## src/rtl/bp_common_pkg.sv

```systemverilog
// Shared BlackParrot coherence-network types and width helpers, common to the
// response encoder and the receive-side decoders.
package bp_common_pkg;

  typedef enum logic [2:0] {
    e_lce_cce_sync_ack     = 3'b000,
    e_lce_cce_inv_ack      = 3'b001,
    e_lce_cce_coh_ack      = 3'b010,
    e_lce_cce_resp_wb      = 3'b011,
    e_lce_cce_resp_null_wb = 3'b100
  } bp_lce_cce_resp_type_e;

  localparam int unsigned lce_cce_resp_type_width_gp = 3;

  function automatic int unsigned safe_clog2(input int unsigned n);
    return (n <= 1) ? 1 : $clog2(n);
  endfunction

  // bp_lce_cce_resp_s is packed as {dst_id, src_id, msg_type, addr}.
  function automatic int unsigned lce_cce_resp_width(input int unsigned num_cce,
                                                     input int unsigned num_lce,
                                                     input int unsigned paddr_width);
    return safe_clog2(num_cce) + safe_clog2(num_lce) + lce_cce_resp_type_width_gp + paddr_width;
  endfunction

  // Network packet is {payload, length, y_cord, x_cord}.
  function automatic int unsigned network_packet_width(input int unsigned x_width,
                                                       input int unsigned y_width,
                                                       input int unsigned len_width,
                                                       input int unsigned payload_width);
    return x_width + y_width + len_width + payload_width;
  endfunction

  function automatic int unsigned network_flit_width(input int unsigned packet_width,
                                                     input int unsigned max_num_flit);
    return (packet_width + max_num_flit - 1) / max_num_flit;
  endfunction

endpackage

```

## src/rtl/bp_me_network_flit_assembler.sv

```systemverilog
// Flit counter plus packet buffer; reassembles a multi-flit network packet.
// The header flit sets the remaining-flit count; body flits fill the buffer in order.
module bp_me_network_flit_assembler
  import bp_common_pkg::*;
#(
  parameter int unsigned max_num_flit_p = 3,
  parameter int unsigned flit_width_p   = 12,
  parameter int unsigned len_width_p    = 2,
  parameter int unsigned len_offset_p   = 5
) (
  input  logic                                   clk_i,
  input  logic                                   reset_i,
  input  logic                                   hdr_v_i,
  input  logic                                   body_v_i,
  input  logic [flit_width_p-1:0]                flit_i,
  output logic                                   last_o,
  output logic [max_num_flit_p*flit_width_p-1:0] packet_o
);

  localparam logic [len_width_p-1:0] max_len_lp = len_width_p'(max_num_flit_p - 1);

  logic [len_width_p-1:0] hdr_len_raw, hdr_len;
  logic [len_width_p-1:0] counter_q, len_q, body_idx;
  logic [max_num_flit_p-1:0][flit_width_p-1:0] buf_q;

  assign hdr_len_raw = flit_i[len_offset_p +: len_width_p];
  // Oversized length fields are clamped so the buffer index never overruns.
  assign hdr_len     = (hdr_len_raw > max_len_lp) ? max_len_lp : hdr_len_raw;
  assign body_idx    = len_q - counter_q + len_width_p'(1);
  assign last_o      = hdr_v_i ? (hdr_len == '0) : (counter_q == len_width_p'(1));
  assign packet_o    = buf_q;

  always_ff @(posedge clk_i or posedge reset_i) begin
    if (reset_i) begin
      counter_q <= '0;
      len_q     <= '0;
    end else if (hdr_v_i) begin
      counter_q <= hdr_len;
      len_q     <= hdr_len;
    end else if (body_v_i) begin
      counter_q <= counter_q - len_width_p'(1);
    end
  end

  always_ff @(posedge clk_i) begin
    if (hdr_v_i) begin
      buf_q[0] <= flit_i;
    end else if (body_v_i) begin
      buf_q[body_idx] <= flit_i;
    end
  end

endmodule

```

## src/rtl/bp_me_network_resp_rx.sv

```systemverilog
// LCE->CCE response network receiver: reassembles flits and presents the decoded
// response. Optional destination filtering under BP_ME_RESP_RX_DST_CHECK_EN.
module bp_me_network_resp_rx
  import bp_common_pkg::*;
#(
  // Defaults are placeholders; integrators always override them.
  parameter int unsigned num_lce_p      = 2,
  parameter int unsigned num_cce_p      = 2,
  parameter int unsigned paddr_width_p  = 22,
  parameter int unsigned max_num_flit_p = 3,
  parameter int unsigned x_cord_width_p = 3,
  parameter int unsigned y_cord_width_p = 2,
  parameter int unsigned my_x_cord_p    = 0,
  localparam int unsigned len_width_lp    = safe_clog2(max_num_flit_p),
  localparam int unsigned resp_width_lp   = lce_cce_resp_width(num_cce_p, num_lce_p,
                                                               paddr_width_p),
  localparam int unsigned packet_width_lp = network_packet_width(x_cord_width_p, y_cord_width_p,
                                                                 len_width_lp, resp_width_lp),
  localparam int unsigned flit_width_lp   = network_flit_width(packet_width_lp, max_num_flit_p)
) (
  input  logic                     clk_i,
  input  logic                     reset_i,
  input  logic                     link_v_i,
  input  logic [flit_width_lp-1:0] link_data_i,
  output logic                     link_ready_o,
  output logic [resp_width_lp-1:0] resp_o,
  output logic                     resp_v_o,
  input  logic                     resp_yumi_i,
  output logic                     drop_o
);

  localparam int unsigned hdr_width_lp = x_cord_width_p + y_cord_width_p + len_width_lp;

  typedef enum logic [1:0] {StIdle, StRecv, StOut} state_e;

  state_e state_q, state_d;
  logic   xfer, hdr_v, body_v, asm_last, done;
  logic   hdr_mismatch, bad_q, pkt_bad, drop_set;
  logic [max_num_flit_p*flit_width_lp-1:0] packet;

  always_comb begin
    assert (flit_width_lp >= hdr_width_lp)
      else $error("bp_me_network_resp_rx: header does not fit in flit 0");
  end

  assign link_ready_o = ~reset_i & (state_q != StOut);
  assign xfer         = link_v_i & link_ready_o;
  assign hdr_v        = xfer & (state_q == StIdle);
  assign body_v       = xfer & (state_q == StRecv);
  assign done         = (hdr_v | body_v) & asm_last;
  assign pkt_bad      = hdr_v ? hdr_mismatch : bad_q;
  assign resp_v_o     = (state_q == StOut);
  assign resp_o       = packet[hdr_width_lp +: resp_width_lp];

  bp_me_network_flit_assembler #(
    .max_num_flit_p(max_num_flit_p),
    .flit_width_p  (flit_width_lp),
    .len_width_p   (len_width_lp),
    .len_offset_p  (x_cord_width_p + y_cord_width_p)
  ) u_assembler (
    .clk_i   (clk_i),
    .reset_i (reset_i),
    .hdr_v_i (hdr_v),
    .body_v_i(body_v),
    .flit_i  (link_data_i),
    .last_o  (asm_last),
    .packet_o(packet)
  );

  always_comb begin
    state_d  = state_q;
    drop_set = 1'b0;
    unique case (state_q)
      StIdle, StRecv: begin
        if (hdr_v) state_d = StRecv;
        if (done) begin
          state_d  = pkt_bad ? StIdle : StOut;
          drop_set = pkt_bad;
        end
      end
      StOut: if (resp_yumi_i) state_d = StIdle;
      default: state_d = StIdle;
    endcase
  end

  always_ff @(posedge clk_i or posedge reset_i) begin
    if (reset_i) state_q <= StIdle;
    else         state_q <= state_d;
  end

`ifdef BP_ME_RESP_RX_DST_CHECK_EN
  logic drop_q;

  assign hdr_mismatch = link_data_i[x_cord_width_p-1:0] != x_cord_width_p'(my_x_cord_p);
  assign drop_o       = drop_q;

  always_ff @(posedge clk_i or posedge reset_i) begin
    if (reset_i) begin
      bad_q  <= 1'b0;
      drop_q <= 1'b0;
    end else begin
      drop_q <= drop_set;
      if (hdr_v) bad_q <= hdr_mismatch;
    end
  end
`else
  logic unused_cfg;

  assign hdr_mismatch = 1'b0;
  assign bad_q        = 1'b0;
  assign drop_o       = 1'b0;
  assign unused_cfg   = ^{drop_set, x_cord_width_p'(my_x_cord_p)};
`endif

  // Header fields and pad bits of the buffer are not part of the response.
  logic unused_packet;
  assign unused_packet = ^packet;

endmodule

```

## config.mk

```make
export PLATFORM = sky130hd
export DESIGN_NAME = bp_me_network_resp_rx
export DESIGN_NICKNAME = d
export VERILOG_FILES = /design/src/rtl/bp_common_pkg.sv /design/src/rtl/bp_me_network_flit_assembler.sv /design/src/rtl/bp_me_network_resp_rx.sv
export SDC_FILE = /design/constraint.sdc
export NUM_CORES = 1
export LEC_CHECK = 0
export BUFFER_PORTS_ARGS = -buffer_cell sky130_fd_sc_hd__buf_2
export CORE_MARGIN = 3
export CORE_UTILIZATION = 40
export CTS_CLUSTER_DIAMETER = 100
export CTS_CLUSTER_SIZE = 10
export DETAILED_ROUTE_END_ITERATION = 8
export MAX_ROUTING_LAYER = met4
export PLACE_DENSITY = 0.69
export SLEW_MARGIN = 20
export SYNTH_ARGS = -nofsm -noshare
export SYNTH_HDL_FRONTEND = slang
export SYNTH_SLANG_ARGS = --single-unit
export TNS_END_PERCENT = 20
```

## constraint.sdc

```tcl
create_clock -name clk_i -period 2 [get_ports clk_i]
set_input_delay 0.1 -clock clk_i [delete_from_list [all_inputs] [get_ports clk_i]]
set_output_delay 0.1 -clock clk_i [all_outputs]
set_load 0.005 [all_outputs]
```

==> results of run 1 <==
flip-flops by register name (all words and copies together) (netlist names):
signal and flops:
u_assembler.packet_o 27, state_q 2, u_assembler.len_q 2, u_assembler.counter_q 2
metal layers:
layer,GRT usage [%],vias up,wire [µm]
li1,-,410,-
met1,15.0,388,1030
met2,23.8,46,1110
met3,5.79,4,195
met4,6.36,0,17
met5,-,-,0
synthesized netlist by cell type:
cell       count
edfxtp_1      27
dfrtp_1        6
nand2_1        6
and2_1         5
inv_1          5
nor2_1         4
a21oi_1        2
ha_1           2
nand3_1        2
nand3b_1       2
o21ai_0        2
a22o_2         1
buf_2          1
buf_4          1
conb_1         1
mux2_2         1
mux2i_1        1
nand2b_1       1
nor2b_1        1
nor3_1         1
nor3b_2        1
o2111ai_1      1
o211ai_1       1
o311ai_0       1
or3b_1         1
xnor3_1        1
cell families (layout without fill, tap and decap cells):
group,Yosys count,count (layout),share of synthesized area (%)
mux,2,2,1.70
flops,33,33,76.7
compound gates,8,8,4.40
other cells,1,1,0.299
xor+xnor,1,1,1.80
simple gates,24,24,10.6
fa+ha+maj,2,2,2.00
buf+inv,7,71,2.50
power groups by stage:
stage | Sequential (mW) | Combinational [mW] | Clock (mW)
6_report | 0.974 | 0.518 | 0.337
2_1_floorplan | 0.963 | 0.356 | 0
3_5_place_dp | 0.991 | 0.506 | 0
4_1_cts | 0.974 | 0.523 | 0.354
5_1_grt | 0.994 | 0.588 | 0.393
3_3_place_gp | 0.982 | 0.486 | 0
critical path: stages (launching register included):
cell,delay (ps)
dfrtp_1,370
inv_1,70
ha_1,180
xnor3_1,260
nand2_1,70
a21oi_1,410
final cells by class:
| cell class | instances | area (µm²) | share of cell area, % |
|---|---|---|---|
| sequential | 33 | 961 | 56.6 |
| multi-input combinational | 38 | 260 | 15.3 |
| timing repair buffer | 58 | 353 | 20.8 |
| clock buffer | 6 | 41.3 | 2.43 |
| clock inverter | 2 | 10.0 | 0.590 |
| tap | 42 | 52.6 | 3.10 |
| inverter | 5 | 18.8 | 1.11 |
worst min path at each step:
stage	to	slack [ps]	cells past startpoint	from
2_1_floorplan	state_q[0]	-100	1	reset_i
3_3_place_gp	state_q[1]	70	2	reset_i
3_5_place_dp	state_q[1]	80	2	reset_i
4_1_cts	u_assembler.packet_o[17]	5	1	link_data_i[5]
5_1_grt	u_assembler.packet_o[17]	0.2	1	link_data_i[5]
6_report	u_assembler.packet_o[17]	30	1	link_data_i[5]
layout by cell type, fill, tap and decap left out, types with 2 or more instances in the layout:
cell type,instances
a21oi_1,2
and2_1,5
buf_2,44
buf_4,3
clkbuf_4,5
clkinv_2,2
dfrtp_1,6
dlygate4sd3_1,11
edfxtp_1,27
ha_1,2
inv_1,5
nand2_1,6
nand3_1,2
nand3b_1,2
nor2_1,4
o21ai_0,2
==> summary.txt, run 1 <==
Place
  • Detailed Place HPWL: between 1.5 and 2 mm
  • Pre-CTS WS: about 300 ps
  • Area after detailed placement: 1540 µm²
  • Number of port buffers: 44
  • Count of placed standard cells including taps: 165
  • Routability congestion estimate from global placement: 0.818

Pwr
  • Part of the total power dissipated in sequential elements: 53.2%
  • Combinational power share: 28.3%
  • Maximum vdd drop: between 0.5 and 0.6 mV
  • Cell internal pwr: 1.29 mW
  • Switching power as a share of total power: 29.5%
  • Clock power share: a little under a fifth
  • Leakage power: 0.724 nW
  • Power Total: 1.83 mW
  • Pwr Density: 1080 nW/µm²
  • Net Sw Power: 0.540 mW

Cells and area
  • Nets: 159
  • Share of the core filled with cells in the final layout: 59.0%
  • Diodes inserted: 0
  • Layout-stage area growth over the synthesis result: 35.5%
  • Filler Cell Count: 238
  • Final cell count without fillers: 184
  • Post-Layout Inst Area: 1700 µm²
  • Fraction of final layout cells sized beyond drive strength 1: 40.1%

Critical path
  • Endpoint of the most critical register-to-register path: u_assembler.packet_o[10]
  • Startpoint kind of the worst setup timing path: flip-flop
  • Critical Path AT: 1680 ps
  • Critical setup path kind: flip-flop to flip-flop
  • Worst setup path startpoint: u_assembler.counter_q[0]
  • Critical Path Sink Type: flip-flop
  • Reg2Reg Launch Point: u_assembler.counter_q[0]
  • Biggest fanout along the worst timing path: 5
  • CP Data Required Time: 1970 ps
  • Timing endpoint of the critical path: u_assembler.packet_o[10]
  • Worst R2R Setup Slack: 290 ps
  • Cells on worst reg2reg path: 5

Die
  • Initial core utilization: 43.5%
  • Die ar.: 3840 µm²
  • I/O pin count: 46
  • Horizontal die dimension: 62.0 µm
  • Vertical extent of the die: 62.0 µm
  • Core ar.: 2880 µm²
  • Number of cell rows: 19

Clock tree
  • Quantity of hold-fixing buffers added after cts: 11
  • CTS Root Buffer Type: clkbuf_4
  • CTS tree: built
  • Post-cts resize count: 0
  • Post-CTS Setup Bufs: 0
  • Latest clock arrival within the worst-skew pair: around 310 ps
  • Inserted Clock Buffers: 5
  • Maximum level of the CTS H-tree: 2
  • Register clock-pin slew on the reported worst setup and hold paths: around 90 ps
  • Number of clock sinks: 33
  • Max clock buf depth: 2

Hold path
  • Worst min path class: input pin to flip-flop

Yosys
  • Cell taking the most area after synthesis: edfxtp_1
  • Post-synthesis register bit count: 33
  • Fraction of the yosys area taken by sequential cells: 76.7%
  • Share of Yosys cell area claimed by the top area cell type: about 65%
  • Area contributors post-synth: edfxtp_1 65%, dfrtp_1 12%, and2_1 2.5%
  • Post-synthesis area per instance: 16.1 µm²
  • Warnings from Yosys: 0
  • Post-synthesis cell area: about 1300 µm²
  • Nets in the synthesized netlist: 96
  • Cell count after synthesis: 78
  • Number of distinct library cells after synthesis: 26

Global routing
  • Initial antenna violation count: 0
  • Wire length of the first global-routing pass: 3.77 mm
  • Via count of the first global-routing pass: roughly 840
  • Largest net degree at the start of global routing: 11
  • Global Route Usage Sum: 14.4%
  • Overflow left after global routing: 0

Flow run
  • Max Cap Violations: 0

Detailed routing
  • Via count: 848
  • Post-detailed-route count of antenna-violating nets: 0
  • Detailed Route WL: 2.36 mm
  • Residual DRC count: 0
  • Detailed-route vias per instance: 4.61
  • Drt first pass iters: 4
  • Iteration-0 DRC count of the detailed router: 26
  • Wirelength per Cell: 12.8 µm

Timing
  • Clk_skew: 5.59 ps
  • Fin crit share: approximately 86%
  • Worst Setup Slack, final: 289 ps
  • Setup TNS: 0 ps
  • Final worst path period need: ~1700 ps
  • RSZ-0062 raised after global routing: no
  • Final setup violating endpoints: 0
  • Hold Worst Slack: 25.4 ps
  • FMAX: between 500 and 600 MHz
  • Max-slew violation count: 0
  • Fin. Hold Viols: 0

Status
  • Outcome: completed
No activity file was read; power rests on OpenSTA's default activity.
==> inputs of run 2 (changes only) <==
PLACE_DENSITY = 0.67   (was 0.69)
SYNTH_HIERARCHICAL = 1   (was default)
==> summary.txt, run 2 <==
Detailed routing
  • Wirelength per Cell: 12.5 µm
  • Detailed Route WL: approximately 2.3 mm
  • Drt first pass iters: 4
  • Post-detailed-route count of antenna-violating nets: 0
  • Residual DRC count: 0
  • Iteration-0 DRC count of the detailed router: 17
  • Detailed-route vias per instance: 4.49
  • Via count: 821

Yosys
  • Cell count after synthesis: between 70 and 80
  • Post-synthesis cell area: 1250 µm²
  • Post-synthesis area per instance: 16.5 µm²
  • Warnings from Yosys: 6
  • Nets in the synthesized netlist: 94

Place
  • Routability congestion estimate from global placement: between 0.7 and 0.8
  • Area after detailed placement: 1540 µm²
  • Pre-CTS WS: around 320 ps
  • Count of placed standard cells including taps: 163
  • Detailed Place HPWL: 1.68 mm
  • Number of port buffers: 44

Timing
  • Final worst path period need: 1770 ps
  • Hold Worst Slack: 18.8 ps
  • Worst Setup Slack, final: 232 ps
  • Fin. Hold Viols: 0
  • Max-slew violation count: 0
  • FMAX: 566 MHz
  • RSZ-0062 raised after global routing: no
  • Fin crit share: 88.4%
  • Final setup violating endpoints: 0
  • Setup TNS: 0 ps
  • Clk_skew: 3.79 ps

Clock tree
  • Max clock buf depth: 2
  • CTS Root Buffer Type: clkbuf_4
  • Inserted Clock Buffers: 5
  • Post-cts resize count: 0
  • CTS tree: built
  • Register clock-pin slew on the reported worst setup and hold paths: 90 ps
  • Maximum level of the CTS H-tree: 2
  • Latest clock arrival within the worst-skew pair: 320 ps
  • Number of clock sinks: 33

Global routing
  • Wire length of the first global-routing pass: 3.51 mm
  • Initial antenna violation count: 0
  • Global Route Usage Sum: 13.9%
  • Largest net degree at the start of global routing: 13
  • Via count of the first global-routing pass: between 800 and 900
  • Overflow left after global routing: 0

Critical path
  • Critical setup path kind: input pin to flip-flop
  • Slowest Stage Delay on Critical Path: 540 ps
  • Critical Path AT: about 2000 ps
  • Cell type of the slowest stage on the worst timing path: dlygate4sd3_1
  • CP Data Required Time: 2210 ps
  • Startpoint kind of the worst setup timing path: input pin
  • Most common cell on crit path: mux2_2
  • Cell Chain, Critical Path: dlygate4sd3_1 > buf_2 > nand2b_1 > nor3_1 > mux2_2 > and3b_1 > mux2_2
  • Critical Path Sink Type: flip-flop
  • Biggest fanout along the worst timing path: 5

Cells and area
  • Post-Layout Inst Area: 1740 µm²
  • Layout-stage area growth over the synthesis result: 38.8%
  • Share of the core filled with cells in the final layout: 60.4%
  • Leading cell types in the layout, fill and taps excluded: 44 x buf_2, 27 x edfxtp_1, 12 x dlygate4sd3_1
  • Diodes inserted: 0
  • Fraction of final layout cells sized beyond drive strength 1: 41.8%
  • Commonest non-fill, non-tap cell in the layout: buf_2
  • Flip-flop count of the largest register after layout: 27
  • Nets: about 160
  • Final cell count without fillers: ~180

Die
  • Horizontal die dimension: between 60 and 70 µm
  • Vertical extent of the die: 61.9 µm
  • Initial core utilization: 43.5%
  • I/O pin count: 46
  • Die ar.: roughly 3800 µm²
  • Number of cell rows: 19
  • Core ar.: 2880 µm²

Pwr
  • Leakage power: 0.744 nW
  • Maximum vdd drop: approximately 0.73 mV
  • Pwr Density: 1150 nW/µm²
  • Power Total: 1.99 mW

Status
  • Outcome: completed

Hold path
  • Worst min path class: input pin to flip-flop

Flow run
  • Max Cap Violations: 0
## run 2: final timing paths
kind	startpoint	to	slack [ps]	cells after the start
setup / recovery	reset_i	state_q[1]	230	7
hold / removal	link_data_i[6]	u_assembler/packet_o[30]	20	1
setup reg to reg	u_assembler/counter_q[0]	u_assembler/packet_o[25]	330	5
hold reg to reg	state_q[1]	state_q[0]	520	1
max in group asynchronous	reset_i	u_assembler/counter_q[1]	1620	3
min in group asynchronous	reset_i	state_q[0]	210	3
## run 2: repair_timing
action | 4_1_cts | 5_1_grt
hold endpoints to repair | 25 | 0
hold buffers | 12 | 0
buffers inserted | 0 | 0
## run 2: critical path, delay by kind of cell
| family | cells | cell delay, ps |
|---|---|---|
| buf+inv | 2 | 680 |
| simple gates | 3 | 570 |
| mux | 2 | 620 |
## run 2: final cells by class
class / instances / area [µm²]
fill: 230 / 1140
timing repair buffer: 60 / 370
clock buffer: 6 / 41.3
multi-input combinational: 32 / 248
tap: 42 / 52.6
sequential: 33 / 961
clock inverter: 2 / 33.8
inverter: 8 / 30.0
## run 2: layer usage
metal	track usage, %	vias to the layer above	part of all wire [%]
met5	-	-	0
li1	-	398	-
met4	9.70	0	3.0
met1	15.3	371	43
met2	21.1	43	46
met3	4.55	9	7.5
## run 2: where the power goes
group | leakage, nW | switching, mW | internal, mW
Combinational | 0.385 | 0.296 | 0.258
Clock | 0.0399 | 0.200 | 0.260
Sequential | 0.320 | 0.0632 | 0.912
Total | 0.744 | 0.559 | 1.43
